`config.mk`:
```
export PLATFORM = sky130hd
export DESIGN_NAME = lc3_writeback
export DESIGN_NICKNAME = d
export VERILOG_FILES = /design/src/rtl/lc3_writeback_pkg.sv /design/src/rtl/lc3_regfile.sv /design/src/rtl/lc3_writeback.sv
export SDC_FILE = /design/constraint.sdc
export NUM_CORES = 1
export LEC_CHECK = 0
export BUFFER_PORTS_ARGS = -buffer_cell sky130_fd_sc_hd__buf_2
export CAP_MARGIN = 20
export CELL_PAD_IN_SITES_DETAIL_PLACEMENT = 0
export CELL_PAD_IN_SITES_GLOBAL_PLACEMENT = 1
export CORE_ASPECT_RATIO = 0.75
export CORE_MARGIN = 2
export CORE_UTILIZATION = 36
export DETAILED_ROUTE_END_ITERATION = 10
export GPL_ROUTABILITY_DRIVEN = 0
export GPL_TIMING_DRIVEN = 0
export PLACE_DENSITY = 0.7
export SLEW_MARGIN = 25
export SYNTH_ARGS = -nofsm -noshare
export SYNTH_HDL_FRONTEND = slang
export SYNTH_HIERARCHICAL = 1
export SYNTH_SLANG_ARGS = --single-unit
```
`constraint.sdc`:
```
create_clock -name clock -period 4.3 [get_ports clock]
set_input_delay 0.645 -clock clock [delete_from_list [all_inputs] [get_ports clock]]
set_output_delay 0.645 -clock clock [all_outputs]
set_load 0.1 [all_outputs]
```
`src/rtl/lc3_writeback_pkg.sv`:
```
// ============================================================================
// Module   : lc3_writeback_pkg
// Purpose  : Shared types and constants for the LC-3 writeback stage.
// Revision : 1.0 - initial release
// ============================================================================
`default_nettype none

package lc3_writeback_pkg;

  typedef enum logic [1:0] {
    WB_ALU  = 2'd0,
    WB_MEM  = 2'd1,
    WB_PC   = 2'd2,
    WB_RSVD = 2'd3
  } wb_sel_t;

  typedef logic [15:0] lc3_word_t;
  typedef logic [2:0]  reg_idx_t;

  localparam int PSR_N = 2;
  localparam int PSR_Z = 1;
  localparam int PSR_P = 0;

  // Exactly one of N/Z/P is set for any committed value.
  function automatic logic [2:0] cc_of(input lc3_word_t value);
    logic [2:0] cc;
    cc        = 3'b000;
    cc[PSR_N] = value[15];
    cc[PSR_Z] = (value == 16'h0000);
    cc[PSR_P] = !value[15] && (value != 16'h0000);
    return cc;
  endfunction

endpackage : lc3_writeback_pkg

`default_nettype wire

```
`src/rtl/lc3_regfile.sv`:
```
// ============================================================================
// Module   : lc3_regfile
// Purpose  : 1W/2R register file, async clear; LC3_WRITEBACK_BYPASS_EN adds
//            same-cycle write-to-read forwarding.
// Revision : 1.0 - initial release
// ============================================================================
`default_nettype none

module lc3_regfile
  import lc3_writeback_pkg::*;
#(
  parameter int DATA_W     = 16,
  parameter int REG_ADDR_W = 3,
  parameter int NUM_REGS   = 8
) (
  input  logic                  clock,
  input  logic                  reset,
  input  logic                  i_we,
  input  logic [REG_ADDR_W-1:0] i_waddr,
  input  logic [DATA_W-1:0]     i_wdata,
  input  logic [REG_ADDR_W-1:0] i_raddr1,
  input  logic [REG_ADDR_W-1:0] i_raddr2,
  output logic [DATA_W-1:0]     o_rdata1,
  output logic [DATA_W-1:0]     o_rdata2
);

  logic [DATA_W-1:0] r_regs [NUM_REGS];
  logic [DATA_W-1:0] w_rf1;
  logic [DATA_W-1:0] w_rf2;

  always_ff @(posedge clock or posedge reset) begin
    if (reset) begin
      for (int i = 0; i < NUM_REGS; i++) begin
        r_regs[i] <= '0;
      end
    end else if (i_we) begin
      r_regs[i_waddr] <= i_wdata;
    end
  end

  assign w_rf1 = r_regs[i_raddr1];
  assign w_rf2 = r_regs[i_raddr2];

`ifdef LC3_WRITEBACK_BYPASS_EN
  // Forward the value being committed this cycle ahead of the array update.
  assign o_rdata1 = (i_we && (i_waddr == i_raddr1)) ? i_wdata : w_rf1;
  assign o_rdata2 = (i_we && (i_waddr == i_raddr2)) ? i_wdata : w_rf2;
`else
  assign o_rdata1 = w_rf1;
  assign o_rdata2 = w_rf2;
`endif

endmodule : lc3_regfile

`default_nettype wire

```
`src/rtl/lc3_writeback.sv`:
```
// ============================================================================
// Module   : lc3_writeback
// Purpose  : LC-3 writeback stage: value select, register file commit, N/Z/P
//            codes. Optional macro: LC3_WRITEBACK_BYPASS_EN (read forwarding).
// Revision : 1.0 - initial release
// ============================================================================
`default_nettype none

module lc3_writeback
  import lc3_writeback_pkg::*;
#(
  parameter int DATA_W     = 16,
  parameter int REG_ADDR_W = 3,
  parameter int NUM_REGS   = 8
) (
  input  logic                  clock,
  input  logic                  reset,
  input  logic [DATA_W-1:0]     npc,
  input  logic [1:0]            W_Control,
  input  logic [DATA_W-1:0]     aluout,
  input  logic [DATA_W-1:0]     pcout,
  input  logic [DATA_W-1:0]     memout,
  input  logic                  enable_writeback,
  input  logic [REG_ADDR_W-1:0] sr1,
  input  logic [REG_ADDR_W-1:0] sr2,
  input  logic [REG_ADDR_W-1:0] dr,
  output logic [DATA_W-1:0]     d1,
  output logic [DATA_W-1:0]     d2,
  output logic [2:0]            psr,
  output logic [DATA_W-1:0]     wb_npc,
  output logic                  wb_valid
);

  wb_sel_t           w_sel;
  logic              w_commit;
  logic [DATA_W-1:0] w_wdata;
  logic [2:0]        w_cc;
  logic [2:0]        r_psr;
  logic [DATA_W-1:0] r_wb_npc;
  logic              r_wb_valid;

  assign w_sel    = wb_sel_t'(W_Control);
  assign w_commit = enable_writeback && (w_sel != WB_RSVD);

  always_comb begin
    w_wdata = '0;
    unique case (w_sel)
      WB_ALU:  w_wdata = aluout;
      WB_MEM:  w_wdata = memout;
      WB_PC:   w_wdata = pcout;
      default: w_wdata = '0;
    endcase
  end

  always_comb begin
    w_cc        = 3'b000;
    w_cc[PSR_N] = w_wdata[DATA_W-1];
    w_cc[PSR_Z] = (w_wdata == '0);
    w_cc[PSR_P] = !w_wdata[DATA_W-1] && (w_wdata != '0);
  end

  lc3_regfile #(
    .DATA_W     (DATA_W),
    .REG_ADDR_W (REG_ADDR_W),
    .NUM_REGS   (NUM_REGS)
  ) u_regfile (
    .clock    (clock),
    .reset    (reset),
    .i_we     (w_commit),
    .i_waddr  (dr),
    .i_wdata  (w_wdata),
    .i_raddr1 (sr1),
    .i_raddr2 (sr2),
    .o_rdata1 (d1),
    .o_rdata2 (d2)
  );

  always_ff @(posedge clock or posedge reset) begin
    if (reset) begin
      r_psr      <= 3'b000;
      r_wb_npc   <= '0;
      r_wb_valid <= 1'b0;
    end else begin
      r_wb_valid <= w_commit;
      if (w_commit) begin
        r_psr    <= w_cc;
        r_wb_npc <= npc;
      end
    end
  end

  assign psr      = r_psr;
  assign wb_npc   = r_wb_npc;
  assign wb_valid = r_wb_valid;

`ifndef SYNTHESIS
  // The reserved select is legal on the bus but signals an upstream bug.
  always @(posedge clock) begin
    if (!reset) begin
      assert (!(enable_writeback && (w_sel == WB_RSVD)))
        else $warning("lc3_writeback: reserved W_Control with enable_writeback, write dropped");
    end
  end
`endif

endmodule : lc3_writeback

`default_nettype wire

```
**Word level (Yosys, flattened, before mapping)**

Cells that the tools add are included.
Widths: inputs -> output; s select.

- Magnitude comparators: 4
- Eq/ne operators: 3
- Mux-type cells: 10
- Bitwise gates (word level): 3
- Reductions and logical operators: 7

Operators by type and width:

| kind | number |
|---|---|
| $bwmux 128 | 1 |
| $bmux 16 s3 | 2 |
| $mux 16 | 5 |
| $demux 16 s3 | 1 |
| $pmux 16 s3 | 1 |
| $logic_not 16->1 | 1 |
| $reduce_bool 16->1 | 1 |
| $ge 4x4->1 const B | 3 |
| $not 3->4 | 3 |
| $lt 4x1->1 const B | 1 |
| $logic_and 1x1->1 | 3 |
| $eq 2x1->1 const B | 1 |
| $eq 2x2->1 const B | 1 |
| $logic_not 2->1 | 1 |
| $ne 2x2->1 const B | 1 |
| $logic_not 1->1 | 1 |

- Register bits after elaboration: 148
- Input port bits: 78
- Output and inout bits: 52

**Depth between registers and ports, before layout**

Gate-level depths: netlist of run 1.

- Depth after elaboration: 6
- Gate-level depth with buffers: 11
- Gate-level depth less buffers: 5

**Hierarchy**

Netlist of run 1, hierarchy kept.

Modules (own cells, without submodules):

| module | times used | cells an instance | area each (um2) | seq. area each (um2) |
|---|---|---|---|---|
| lc3_regfile | 1 | 396 | 7036.7 | 3203.1 |
| lc3_writeback | 1 | 125 | 1164.9 | 500.5 |

**Least setup slack after synthesis of run 1**

No wires, ideal clock.

- Kind: in2reg
- Start point: input W_Control[1]
- End point: register u_regfile/r_regs[48] (netlist name)
- Library setup time: 0.125 ns
- Arrival: 2.629 ns
- Data required time: 4.175 ns
- Setup slack: 1.547 ns
- Stages on the path: 11
- Path buffers: 6
- Cells stage by stage: buf_6 > buf_6 > nand2_1 > nand2_1 > clkinv_1 > clkbuf_1 > buf_4 > nor4bb_1 > buf_2 > buf_4 > mux2_2

- Elaborated cells on any way between the ends: 7
- Those cells by class: 3 x eq/ne; 2 x mux; 2 x reduce/logical

RTL lines:

| element | line | text |
|---|---|---|
| from (decl) | lc3_writeback.sv:19 | `input logic [1:0] W_Control,` |
| $ne 2x2->1 | lc3_writeback.sv:43 | `assign w_commit = enable_writeback && (w_sel != WB_RSVD);` |
| $logic_and 1x1->1 | lc3_writeback.sv:43 |  |
| net w_commit | lc3_writeback.sv:35 | `logic w_commit;` |
| to (signal, indexed assignment) | lc3_regfile.sv:37 | `r_regs[i_waddr] <= i_wdata;` |
| to (decl) | lc3_regfile.sv:27 | `logic [DATA_W-1:0] r_regs [NUM_REGS];` |

The timed path passes the listed nets, and every way through them passes these cells.
A chain may end at the register's enable or synchronous reset.

**Worst setup path after layout of run 1**

- Start point: input sr2[1]
- End point: output d2[12]

- Cells in the longest elaborated chain, start to end: 4

Ends and longest elaborated chain:

| element | line | text |
|---|---|---|
| from (decl) | lc3_writeback.sv:25 | `input logic [REG_ADDR_W-1:0] sr2,` |
| $not 3->4 (implied by the code) | lc3_regfile.sv:42 | `assign w_rf2 = r_regs[i_raddr2];` |
| $bmux 16 s3 | lc3_regfile.sv:42 |  |
| $mux 16 (implied by the code) (2 in series) | lc3_regfile.sv:42 |  |
| to (decl) | lc3_writeback.sv:28 | `output logic [DATA_W-1:0] d2,` |

No other way between the ends. The select of a mux whose other input is x is not followed.

==> results of run 1 <==
## state kept, by name, indices dropped and copies added (netlist names)
register          cells
u_regfile/r_regs    128
wb_npc               16
wb_valid              1
psr                   3
## stage by stage
stage	setup TNS [ps]	power [mW]	utilization	instances	instance area, sq um
floorplan	0	3.47	-	521	8200
global placement	-123060	3.77	0.412	933	9160
detailed placement	0	3.86	0.414	934	9200
CTS	0	5.26	0.438	964	9740
global route	0	5.45	0.438	964	9740
finish	0	5.22	0.438	964	9740
## cells by family (layout without fill, tap and decap cells)
| family | count (synthesis) | count (layout) |
|---|---|---|
| AO/OA/AOI/OAI | 18 | 18 |
| flip-flops | 148 | 148 |
| AND/OR/NAND/NOR | 68 | 68 |
| buffers and inverters | 47 | 196 |
| multiplexers | 240 | 240 |
## worst max-delay path by stage
stage / startpoint / end / slack (ps) / depth (start not counted)
6_report: sr2[1] / d2[12] / 1120 / 4
5_1_grt: W_Control[1] / u_regfile/r_regs[57] / 1070 / 11
4_1_cts: sr2[1] / d2[12] / 1200 / 4
3_5_place_dp: W_Control[1] / u_regfile/r_regs[86] / 850 / 11
3_3_place_gp: reset / u_regfile/r_regs[87] / -970 / 2
2_1_floorplan: reset / u_regfile/r_regs[0] / 240 / 1
## synth_stat cells (2+ instances only)
cell type / instances
sky130_fd_sc_hd__buf_1: 2
sky130_fd_sc_hd__buf_12: 4
sky130_fd_sc_hd__buf_2: 12
sky130_fd_sc_hd__buf_4: 8
sky130_fd_sc_hd__buf_6: 12
sky130_fd_sc_hd__clkbuf_1: 3
sky130_fd_sc_hd__clkbuf_2: 2
sky130_fd_sc_hd__dfrtp_1: 148
sky130_fd_sc_hd__inv_1: 2
sky130_fd_sc_hd__mux2_1: 10
sky130_fd_sc_hd__mux2_2: 150
sky130_fd_sc_hd__mux2i_1: 16
sky130_fd_sc_hd__mux4_1: 46
sky130_fd_sc_hd__mux4_2: 18
sky130_fd_sc_hd__nand2_1: 51
sky130_fd_sc_hd__nand4b_2: 3
sky130_fd_sc_hd__nor2_1: 3
sky130_fd_sc_hd__nor4_1: 3
sky130_fd_sc_hd__nor4bb_1: 3
sky130_fd_sc_hd__o2bb2ai_1: 14
sky130_fd_sc_hd__o2bb2ai_2: 2
## routing by layer
layer	routed length, um	vias up	global-route usage
li1	-	2311	-
met2	10900	154	0.316
met1	10200	2828	0.267
met3	1160	22	0.0465
met4	353	0	0.0483
met5	0	-	0
## power breakdown
group	leakage [nW]	switching, mW	internal [mW]	total [mW]
clock network	0.266	0.547	0.850	1.40
logic	2.51	1.24	0.671	1.91
registers	1.87	0.209	1.71	1.92
## cell type report
type / count / share of cell area
multi-input combinational: 326 / 0.422
buffer: 44 / 0.0389
sequential: 148 / 0.380
inverter: 3 / 0.00193
tap: 294 / 0.0378
clock inverter: 4 / 0.00488
clock buffer: 26 / 0.0512
timing repair buffer: 119 / 0.0634
==> results by group, run 1 <==
Clock network
  – Clock-pin slew on the worst setup and hold paths: around 60 ps
  – TritonCTS clock tree: built
  – Clock latency reported for the late side of the worst-skew pair: around 400 ps
  – Htree depth: 4
  – Post-CTS sizing: 0
  – Number of buffers inserted during clock tree synthesis: 17
  – Post-CTS setup repair buffer count: 0
  – Cell at the root of the clock tree: sky130_fd_sc_hd__clkbuf_16
  – Max Buffers Root-to-Sink: 2
  – Number of buffers inserted for hold repair after clock tree synthesis: 0
  – Clock Sinks: between 100 and 150

Place
  – Setup slack at placement: about 850 ps
  – Quantity of I/O buffers inserted on ports: approximately 120
  – Final HPWL DP: around 16000 um

Worst setup path
  – Buf/Inv on CP: 3
  – Crit end category: primary output
  – Max incr delay on CP: 850 ps
  – Critical setup path kind: in2out
  – Start of the worst register-to-register path: u_regfile/r_regs[119]
  – Register-to-Register Setup Slack: ~3500 ps
  – Family with the most delay on the worst path: buffers and inverters
  – Cells along the critical path: clkbuf_2 -> buf_1 -> mux2_2 -> buf_2
  – End of the worst register-to-register path: u_regfile/r_regs[119]
  – Max stage delay cell, worst path: sky130_fd_sc_hd__buf_1
  – Worst reg2reg path depth: 1
  – Data required time of the critical path: 3650 ps
  – Peak fanout along the critical path: 10
  – Arrival time worst endpoint: ~2500 ps
  – Critical Path Source Type: primary input

Yosys
  – Count of warnings emitted by yosys: 6
  – Simple logic cell fraction of the synthesized area: 0.0445
  – Instance count of the mapped netlist: ~520
  – Synth Area in Compound Gates: 0.0203
  – Cell type contributing the most total cell area after synthesis: sky130_fd_sc_hd__dfrtp_1
  – Multiplexer area fraction after synthesis: 0.436
  – Top-area cell type share of the netlist area: 0.452
  – Async SR Flop Fraction: 1.00
  – Adder-Cell Fraction of Synth Area: 0
  – Main area contributors after synthesis: sky130_fd_sc_hd__dfrtp_1 45%, sky130_fd_sc_hd__mux2_2 21%, sky130_fd_sc_hd__mux4_1 15%, sky130_fd_sc_hd__mux4_2 4.9%, sky130_fd_sc_hd__nand2_1 2.3%
  – Portion of the post-synthesis area used by sequential elements: 0.452
  – Post-synthesis share of cell area spent on xor and xnor gates: 0
  – Number of enable-type register cells in the synthesized netlist: 0
  – Synthesis-stage register bit count: approximately 150
  – Post-synth cell types: 30
  – Synth Cell Area: between 8000 and 9000 sq um
  – Syn_nets: between 500 and 600
  – Top_reg_cell synth: sky130_fd_sc_hd__dfrtp_1
  – Dominant combinational cell family by area after synthesis: multiplexers
  – Mean Syn Cell Area: ~16 sq um

Detailed routing
  – Antenna Violating Nets Remaining: 0
  – Number of DRC markers in iteration 0: 267
  – Via total after detailed routing: approximately 5300
  – Detail-routed net length per standard cell: roughly 23 um
  – Iteration count of the initial detailed-routing pass: 6
  – Residual DRC count: 0
  – DRT Wirelength: 22600 um
  – Via-per-instance ratio: 5.51

Power
  – Pwr Density: 536 nW/um^2
  – Static Leakage: around 4.6 nW
  – Maximum ir drop on the vdd rail: approximately 0.22 mV

Die
  – Vertical die dimension: approximately 130 um
  – Width of the chip: 178 um
  – Die ar.: 24000 sq um
  – Core Region: roughly 22000 sq um
  – Starting density of the core: 0.369
  – Io pins: 130
  – Number of standard-cell rows in the floorplan: 47

Cells and area
  – Total of fill cells in the finished design: a little over 2000
  – Layout cell share with drive strength beyond 1: 0.539
  – Final layout net count: between 700 and 800
  – Antenna Diode Count: 0
  – Synthesis-to-layout area growth: 18.8%
  – Highest-count cells in the layout ignoring fill and taps: 150 x sky130_fd_sc_hd__mux2_2, 148 x sky130_fd_sc_hd__dfrtp_1, 130 x sky130_fd_sc_hd__buf_2
  – Commonest non-fill, non-tap cell in the layout: sky130_fd_sc_hd__mux2_2
  – Area used by sequential logic in the layout: about 3700 sq um
  – Multi-input gate area in the final layout: 4110 sq um

Min path
  – Classification of the worst-slack hold path: in2async

GRT
  – Overall track demand over capacity in global routing: 0.196
  – Global-route wire length before repair: between 30000 and 40000 um
  – Initial antenna violation count: 0
  – Pin count of the biggest net entering global routing: 73
  – Number of global-route vias before repair: ~5700
  – Grt ovf: 0

Job
  – MaxCap Viol Count: 0

STA
  – Number of setup violations in the final report: 0
  – Number of pins with negative max-slew slack in the final report: 0
  – Final hold slack: between 200 and 300 ps
  – Worst Setup Slack, final: 1120 ps
  – Endpoints failing hold: 0
  – Period minus WS final: approximately 3200 ps
  – Worst Clk Skew: 0 ps
  – RSZ-0062 raised after global routing: no
  – Rel. slew slack: 0.276
  – Transition time of the tightest slew-check pin: roughly 1100 ps
  – Highest attainable clock frequency: between 300 and 400 MHz
  – Tcrit/Tclk final: 0.739

Run status
  – Status: completed
Power figures use the tool's default switching activity.
==> run 2: changes to the inputs <==
Settings changed: ABC_AREA from default to 1, PLACE_DENSITY 0.7 to 0.82.
Clock period 4.3 ns to 2.6 ns, I/O delays scaled along.
==> results by group, run 2 <==
Run status
  – Status: completed (unchanged)

STA
  – Worst Clk Skew: 0 ps (unchanged)
  – Number of setup violations in the final report: 0 (unchanged)
  – Tcrit/Tclk final: 0.979
  – Rel. slew slack: 0.428 (was 0.276)
  – Endpoints failing hold: 0 (unchanged)
  – Transition time of the tightest slew-check pin: 858 ps (was 1090 ps)
  – Period minus WS final: between 2000 and 3000 ps
  – Number of pins with negative max-slew slack in the final report: 0 (unchanged)
  – RSZ-0062 raised after global routing: no (unchanged)
  – Highest attainable clock frequency: ~400 MHz

Min path
  – Number of cells on the worst hold path: 3
  – Worst hold path startpoint: npc[1]
  – Classification of the worst-slack hold path: in2reg (was in2async)
  – Worst hold endpoint: wb_npc[1]

Worst setup path
  – Critical setup path kind: in2out (unchanged)
  – Critical Path Source Type: primary input (unchanged)
  – Crit end category: primary output (unchanged)
  – Peak fanout along the critical path: 10 (unchanged)
  – Start of the worst register-to-register path: u_regfile/r_regs[1] (was u_regfile/r_regs[119])
  – Register-to-Register Setup Slack: 1900 ps (was 3490 ps)
  – Arrival time worst endpoint: 2150 ps (was 2530 ps)
  – End of the worst register-to-register path: u_regfile/r_regs[1] (was u_regfile/r_regs[119])
  – Worst reg2reg path depth: 2 (was 1)
  – Data required time of the critical path: 2210 ps (was 3650 ps)

Power
  – Cell-internal power: 4.78 mW (was 3.23 mW)
  – Share of total power in combinational logic: 0.330 (was 0.366)
  – Sw power: 3.29 mW (was 2.00 mW)
  – Clk pwr share: 0.304 (was 0.267)
  – Switching power as a share of total power: 0.407 (was 0.382)
  – Maximum ir drop on the vdd rail: 0.488 mV (was 0.221 mV)
  – Relative contribution of sequential cells to total power: 0.366 (was 0.367)
  – Static Leakage: 5.83 nW (was 4.64 nW)
  – Pwr Density: 775 nW/um^2 (was 536 nW/um^2)

Place
  – Quantity of I/O buffers inserted on ports: 123 (was 118)
  – Number of cells after detailed placement: 1773 (was 934)
  – Final HPWL DP: 24500 um (was 15700 um)

Clock network
  – Number of buffers inserted during clock tree synthesis: 17 (unchanged)
  – Post-CTS sizing: 0 (unchanged)
  – Number of buffers inserted for hold repair after clock tree synthesis: 1 (was 0)
  – Clock-pin slew on the worst setup and hold paths: 70 ps (was 60 ps)
  – Clock Sinks: 148 (unchanged)
  – Post-CTS setup repair buffer count: 0 (unchanged)
  – Max Buffers Root-to-Sink: 2 (unchanged)
  – Cell at the root of the clock tree: sky130_fd_sc_hd__clkbuf_16 (unchanged)
  – Htree depth: 4 (unchanged)
  – TritonCTS clock tree: built (unchanged)
  – Clock latency reported for the late side of the worst-skew pair: 440 ps (was 410 ps)

GRT
  – Pin count of the biggest net entering global routing: 32 (was 73)
  – Initial antenna violation count: 0 (unchanged)
  – Overall track demand over capacity in global routing: 0.252 (was 0.196)
  – Global-route wire length before repair: 48900 um (was 34200 um)
  – Grt ovf: 0 (unchanged)
  – Number of global-route vias before repair: 8740 (was 5685)

Cells and area
  – Area used by sequential logic in the layout: 3700 sq um (unchanged)
  – Flip-flop count of the largest register, all copies and words added: 128 (unchanged)
  – Highest-count cells in the layout ignoring fill and taps: 627 x sky130_fd_sc_hd__nand2_1, 174 x sky130_fd_sc_hd__nand3_1, 172 x sky130_fd_sc_hd__buf_2 (was 150 x sky130_fd_sc_hd__mux2_2, 148 x sky130_fd_sc_hd__dfrtp_1, 130 x sky130_fd_sc_hd__buf_2)
  – Multi-input gate area in the final layout: 4000 sq um (was 4110 sq um)
  – Antenna Diode Count: 0 (unchanged)
  – Layout cell share with drive strength beyond 1: 0.155 (was 0.539)
  – Commonest non-fill, non-tap cell in the layout: sky130_fd_sc_hd__nand2_1 (was sky130_fd_sc_hd__mux2_2)
  – Synthesis-to-layout area growth: 19.5% (was 18.8%)
  – Final instance count without filler cells: 1806 (was 964)
  – Register with the most flip-flops: u_regfile/r_regs (unchanged)
  – Final standard cell utilization of the core: 0.437 (was 0.438)
  – Total of fill cells in the finished design: 2533 (was 2047)
  – Final layout net count: 1565 (was 737)

Die
  – Starting density of the core: 0.365 (was 0.369)
  – Io pins: 130 (unchanged)
  – Die ar.: 25500 sq um (was 24000 sq um)
  – Width of the chip: 184 um (was 178 um)
  – Core Region: 23800 sq um (was 22200 sq um)
  – Vertical die dimension: 139 um (was 135 um)
  – Number of standard-cell rows in the floorplan: 49 (was 47)

Yosys
  – Main area contributors after synthesis: sky130_fd_sc_hd__dfrtp_1 43%, sky130_fd_sc_hd__nand2_1 27%, sky130_fd_sc_hd__nand3_1 10%, sky130_fd_sc_hd__o21ai_0 6.8%, sky130_fd_sc_hd__inv_1 6.5% (was sky130_fd_sc_hd__dfrtp_1 45%, sky130_fd_sc_hd__mux2_2 21%, sky130_fd_sc_hd__mux4_1 15%, sky130_fd_sc_hd__mux4_2 4.9%, sky130_fd_sc_hd__nand2_1 2.3%)
  – Instance count of the mapped netlist: 1339 (was 521)
  – Mean Syn Cell Area: 6.51 sq um (was 15.7 sq um)
  – Top-area cell type share of the netlist area: 0.425 (was 0.452)
  – Cell types with the highest counts after synthesis: 627 x sky130_fd_sc_hd__nand2_1, 174 x sky130_fd_sc_hd__nand3_1, 152 x sky130_fd_sc_hd__inv_1 (was 150 x sky130_fd_sc_hd__mux2_2, 148 x sky130_fd_sc_hd__dfrtp_1, 51 x sky130_fd_sc_hd__nand2_1)
  – Most instantiated library cell after synthesis: sky130_fd_sc_hd__nand2_1 (was sky130_fd_sc_hd__mux2_2)
  – Portion of the post-synthesis area used by sequential elements: 0.425 (was 0.452)
  – Cell type contributing the most total cell area after synthesis: sky130_fd_sc_hd__dfrtp_1 (unchanged)
  – Syn_nets: 1417 (was 599)
  – Count of warnings emitted by yosys: 6 (unchanged)
  – Synthesis-stage register bit count: 148 (unchanged)
  – Synth Cell Area: 8710 sq um (was 8200 sq um)
  – Top_reg_cell synth: sky130_fd_sc_hd__dfrtp_1 (unchanged)
  – Async SR Flop Fraction: 1.00 (unchanged)
  – Number of enable-type register cells in the synthesized netlist: 0 (unchanged)
  – Post-synth cell types: 19 (was 30)

Detailed routing
  – Detail-routed net length per standard cell: 17.1 um (was 23.4 um)
  – Iteration count of the initial detailed-routing pass: 8 (was 6)
  – DRT Wirelength: 30900 um (was 22600 um)
  – Antenna Violating Nets Remaining: 0 (unchanged)
  – Residual DRC count: 0 (unchanged)
  – Number of DRC markers in iteration 0: 926 (was 267)
  – Via total after detailed routing: 9266 (was 5315)
  – Via-per-instance ratio: 5.13 (was 5.51)

Job
  – MaxCap Viol Count: 0 (unchanged)
-- run 2: cell types whose count changed in the layout (fill, tap and decap cells not counted), sizes merged, moves of 16 or more --
cell	change
mux2	-160
buf	+26
mux4	-64
o21ai	+127
inv	+156
nand2	+576
mux2i	-16
nand3	+178
o2bb2ai	-16
-- run 2: layout make-up --
type / instances / share of cell area
Inverter: 159 / 0.0582
Multi-Input combinational cell: 952 / 0.384
Sequential cell: 148 / 0.356
Timing Repair Buffer: 129 / 0.0718
Buffer: 80 / 0.0387
Clock buffer: 18 / 0.0412
Clock inverter: 14 / 0.0132
Tap cell: 306 / 0.0368
-- run 2: critical path, cell delays in order --
cell	delay (ps)
sky130_fd_sc_hd__buf_2	190
sky130_fd_sc_hd__clkbuf_1	620
sky130_fd_sc_hd__nand3_1	170
sky130_fd_sc_hd__nand2_1	130
sky130_fd_sc_hd__nand2_1	60
sky130_fd_sc_hd__nand2_1	140
sky130_fd_sc_hd__buf_2	440
-- run 2: cell families after synthesis --
logic type | count (synthesis) | synth area share
AOI/OAI and AO/OA | 128 | 0.0735
DFF | 148 | 0.425
and+or+nand+nor | 824 | 0.386
buffers and inverters | 239 | 0.115
-- run 2: metal layers --
layer	vias to the layer above	global-route usage	wire length [um]
met5	-	0	0
met4	0	0.0589	441
met3	30	0.0570	2370
met2	374	0.357	12600
met1	4440	0.387	15500
li1	4422	-	-
-- run 2: worst max path at each step --
stage                 startpoint                     to  slack [ps]  depth (start not counted)
floorplan                 sr1[2]                 d1[10]         530                          5
global placement           reset  u_regfile/r_regs[103]        -340                          2
detailed placement  W_Control[0]  u_regfile/r_regs[100]          90                         10
CTS                       sr2[1]                 d2[10]         170                          7
global route              sr2[1]                  d2[4]           7                          7
finish                    sr2[1]                 d2[10]          60                          7
-- run 2: through the flow --
step / power (mW) / TNS (ps) / hold WS, ps / area, sq um / setup slack, ps
global placement: 5.57 / -41300 / 459 / 9710 / -336
CTS: 8.09 / 0 / 124 / 10400 / 169
finish: 8.07 / 0 / 136 / 10400 / 55.8
floorplan: 4.99 / 0 / 354 / 8720 / 534
global route: 8.53 / 0 / 134 / 10400 / 6.91
detailed placement: 5.63 / 0 / 448 / 9840 / 93.7
-- run 2: power groups by stage --
stage	Combinational [mW]	Sequential, mW	Clock (mW)
after floorplan	1.80	3.19	0
after global placement	2.59	2.98	0
after detailed placement	2.65	2.99	0
after CTS	2.66	2.95	2.48
after global routing	2.94	3.00	2.59
final	2.66	2.96	2.45
==> run 3: changes to the inputs <==
--- a/config.mk
+++ b/config.mk
@@ -12,3 +12,2 @@
 export CELL_PAD_IN_SITES_GLOBAL_PLACEMENT = 1
-export CORE_ASPECT_RATIO = 0.75
 export CORE_MARGIN = 2
@@ -19,2 +18,3 @@
 export PLACE_DENSITY = 0.82
+export SKIP_LAST_GASP = 1
 export SLEW_MARGIN = 25
==> constraint.sdc (replaced) <==
create_clock -name clock -period 2.6 [get_ports clock]
set_input_delay 0.13 -clock clock [delete_from_list [all_inputs] [get_ports clock]]
set_output_delay 0.13 -clock clock [all_outputs]
set_load 0.1 [all_outputs]
==> results by group, run 3 (synthesized netlist as in run 2, its figures left out) <==
STA
  – Rel. slew slack: 0.461 (was 0.428)
  – Highest attainable clock frequency: 510 MHz (was 393 MHz)
  – Final TNS setup: 0 ps (unchanged)
  – Transition time of the tightest slew-check pin: 808 ps (was 858 ps)
  – Endpoints failing hold: 0 (unchanged)
  – Tcrit/Tclk final: 0.754 (was 0.979)
  – RSZ-0062 raised after global routing: no (unchanged)
  – Worst Clk Skew: 0 ps (unchanged)
  – Number of setup violations in the final report: 0 (unchanged)
  – Period minus WS final: 1960 ps (was 2540 ps)
  – Worst Setup Slack, final: 641 ps (was 55.8 ps)
  – Number of pins with negative max-slew slack in the final report: 0 (unchanged)

Place
  – Setup slack at placement: 446 ps (was 93.7 ps)
  – Quantity of I/O buffers inserted on ports: 123 (unchanged)
  – Final HPWL DP: 23700 um (was 24500 um)
  – Cell Area, Placed: 9850 sq um (was 9840 sq um)

Cells and area
  – Highest-count cells in the layout ignoring fill and taps: 627 x sky130_fd_sc_hd__nand2_1, 174 x sky130_fd_sc_hd__nand3_1, 172 x sky130_fd_sc_hd__buf_2 (unchanged)
  – Register with the most flip-flops: u_regfile/r_regs (unchanged)
  – Layout cell share with drive strength beyond 1: 0.153 (was 0.155)
  – Multi-input gate area in the final layout: 4000 sq um (unchanged)
  – Synthesis-to-layout area growth: 21.6% (was 19.5%)
  – Commonest non-fill, non-tap cell in the layout: sky130_fd_sc_hd__nand2_1 (unchanged)
  – Flip-flop count of the largest register, all copies and words added: 128 (unchanged)
  – Final layout net count: 1581 (was 1565)
  – Area used by sequential logic in the layout: 3700 sq um (unchanged)
  – Total of fill cells in the finished design: 2533 (unchanged)
  – Finished Cell Area: 10600 sq um (was 10400 sq um)
  – Antenna Diode Count: 0 (unchanged)

Die
  – Vertical die dimension: 160 um (was 139 um)
  – Core Region: 23600 sq um (was 23800 sq um)
  – Number of standard-cell rows in the floorplan: 56 (was 49)
  – Io pins: 130 (unchanged)
  – Die ar.: 25500 sq um (about the same)
  – Starting density of the core: 0.369 (was 0.365)
  – Width of the chip: 160 um (was 184 um)

Worst setup path
  – Buf/Inv on CP: 4 (was 3)
  – Critical Path Source Type: primary input (unchanged)
  – Cells along the critical path: buf_2 -> inv_2 -> clkbuf_1 -> nand2_1 -> nand3_1 -> nand2_1 -> nand2_1 -> nand2_1 -> buf_2 (was buf_2 -> clkbuf_1 -> nand3_1 -> nand2_1 -> nand2_1 -> nand2_1 -> buf_2)
  – Max incr delay on CP: 640 ps (was 620 ps)
  – Number of logic stages on the critical path including buffering: 9 (was 7)
  – Data required time of the critical path: 2470 ps (was 2210 ps)
  – Max stage delay cell, worst path: sky130_fd_sc_hd__clkbuf_1 (unchanged)
  – Crit end category: primary output (unchanged)
  – Critical setup path kind: in2out (unchanged)
  – Worst reg2reg path depth: 2 (unchanged)
  – Most used cell, CP: sky130_fd_sc_hd__nand2_1 (unchanged)
  – Register-to-Register Setup Slack: 1890 ps (was 1900 ps)
  – Family with the most delay on the worst path: buffers and inverters (unchanged)
  – Arrival time worst endpoint: 1830 ps (was 2150 ps)
  – Peak fanout along the critical path: 10 (unchanged)

Min path
  – Classification of the worst-slack hold path: in2reg (unchanged)
  – Number of cells on the worst hold path: 5 (was 3)

GRT
  – Grt ovf: 0 (unchanged)
  – Overall track demand over capacity in global routing: 0.240 (was 0.252)
  – Pin count of the biggest net entering global routing: 26 (was 32)
  – Number of global-route vias before repair: 8836 (was 8740)
  – Global-route wire length before repair: 47900 um (was 48900 um)
  – Initial antenna violation count: 0 (unchanged)

Detailed routing
  – Residual DRC count: 0 (unchanged)
  – DRT Wirelength: 30600 um (was 30900 um)
  – Iteration count of the initial detailed-routing pass: 5 (was 8)
  – Via total after detailed routing: 9272 (was 9266)
  – Detail-routed net length per standard cell: 16.7 um (was 17.1 um)
  – Antenna Violating Nets Remaining: 0 (unchanged)
  – Via-per-instance ratio: 5.06 (was 5.13)
  – Number of DRC markers in iteration 0: 858 (was 926)

Job
  – MaxCap Viol Count: 0 (unchanged)

Power
  – Post-layout power: 8.06 mW (was 8.07 mW)
  – Pwr Density: 761 nW/um^2 (was 775 nW/um^2)
  – Static Leakage: 5.90 nW (was 5.83 nW)
  – Maximum ir drop on the vdd rail: 0.450 mV (was 0.488 mV)

Clock network
  – Htree depth: 4 (unchanged)
  – Clock-pin slew on the worst setup and hold paths: 60 ps (was 70 ps)
  – Cell at the root of the clock tree: sky130_fd_sc_hd__clkbuf_16 (unchanged)
  – Number of buffers inserted during clock tree synthesis: 17 (unchanged)
  – Post-CTS setup repair buffer count: 0 (unchanged)
  – Clock latency reported for the late side of the worst-skew pair: 420 ps (was 440 ps)
  – Max Buffers Root-to-Sink: 2 (unchanged)
  – TritonCTS clock tree: built (unchanged)
  – Clock Sinks: 148 (unchanged)

Run status
  – Status: completed (unchanged)
[run 3: layout make-up]
class / instances / share of cell area
multi-input combinational: 952 / 0.378
inverter: 159 / 0.0572
buffer: 80 / 0.0380
sequential: 148 / 0.350
clock inverter: 14 / 0.0134
timing repair buffer: 145 / 0.0858
tap: 319 / 0.0377
clock buffer: 17 / 0.0402
[run 3: what timing repair did]
action / in CTS / in global routing
hold endpoints to repair: 59 / 0
hold buffers: 17 / 0
gates resized for setup: 0 / 0
[run 3: path summary, 6_finish.rpt]
check / from / to
worst max register to register: u_regfile/r_regs[15] / u_regfile/r_regs[15]
worst min-delay path: aluout[5] / u_regfile/r_regs[5]
max in group asynchronous: reset / u_regfile/r_regs[68]
min in group asynchronous: reset / u_regfile/r_regs[16]
worst min register to register: wb_npc[12] / wb_npc[12]
worst max-delay path: sr2[0] / d2[13]
[run 3: layer usage]
| layer | wire length, um | track usage | part of all wire | vias to the layer above |
|---|---|---|---|---|
| met2 | 14200 | 0.383 | 0.46 | 348 |
| met3 | 2030 | 0.0318 | 0.066 | 52 |
| met4 | 650 | 0.0769 | 0.021 | 0 |
| li1 | - | - | - | 4449 |
| met5 | 0 | 0 | 0 | - |
| met1 | 13700 | 0.339 | 0.45 | 4423 |
[run 3: power by group]
group / total (mW) / switching, mW / internal (mW)
Sequential: 2.95 / 0.216 / 2.74
Combinational: 2.69 / 2.03 / 0.660
Clock: 2.42 / 1.08 / 1.34
Total: 8.06 / 3.32 / 4.74
[run 3: per-stage QoR]
stage / utilization / hold WS, ps / instances
global route: 0.448 / 102 / 1834
CTS: 0.448 / 61.2 / 1834
finish: 0.448 / 71.3 / 1834
floorplan: - / 93.8 / 1339
detailed placement: 0.417 / 244 / 1786
global placement: 0.412 / 322 / 1781
[run 3: worst register-to-register path, stage by stage, from the launching register on]
cell	delay, ps
sky130_fd_sc_hd__dfrtp_1	370
sky130_fd_sc_hd__inv_1	120
sky130_fd_sc_hd__o21ai_0	110
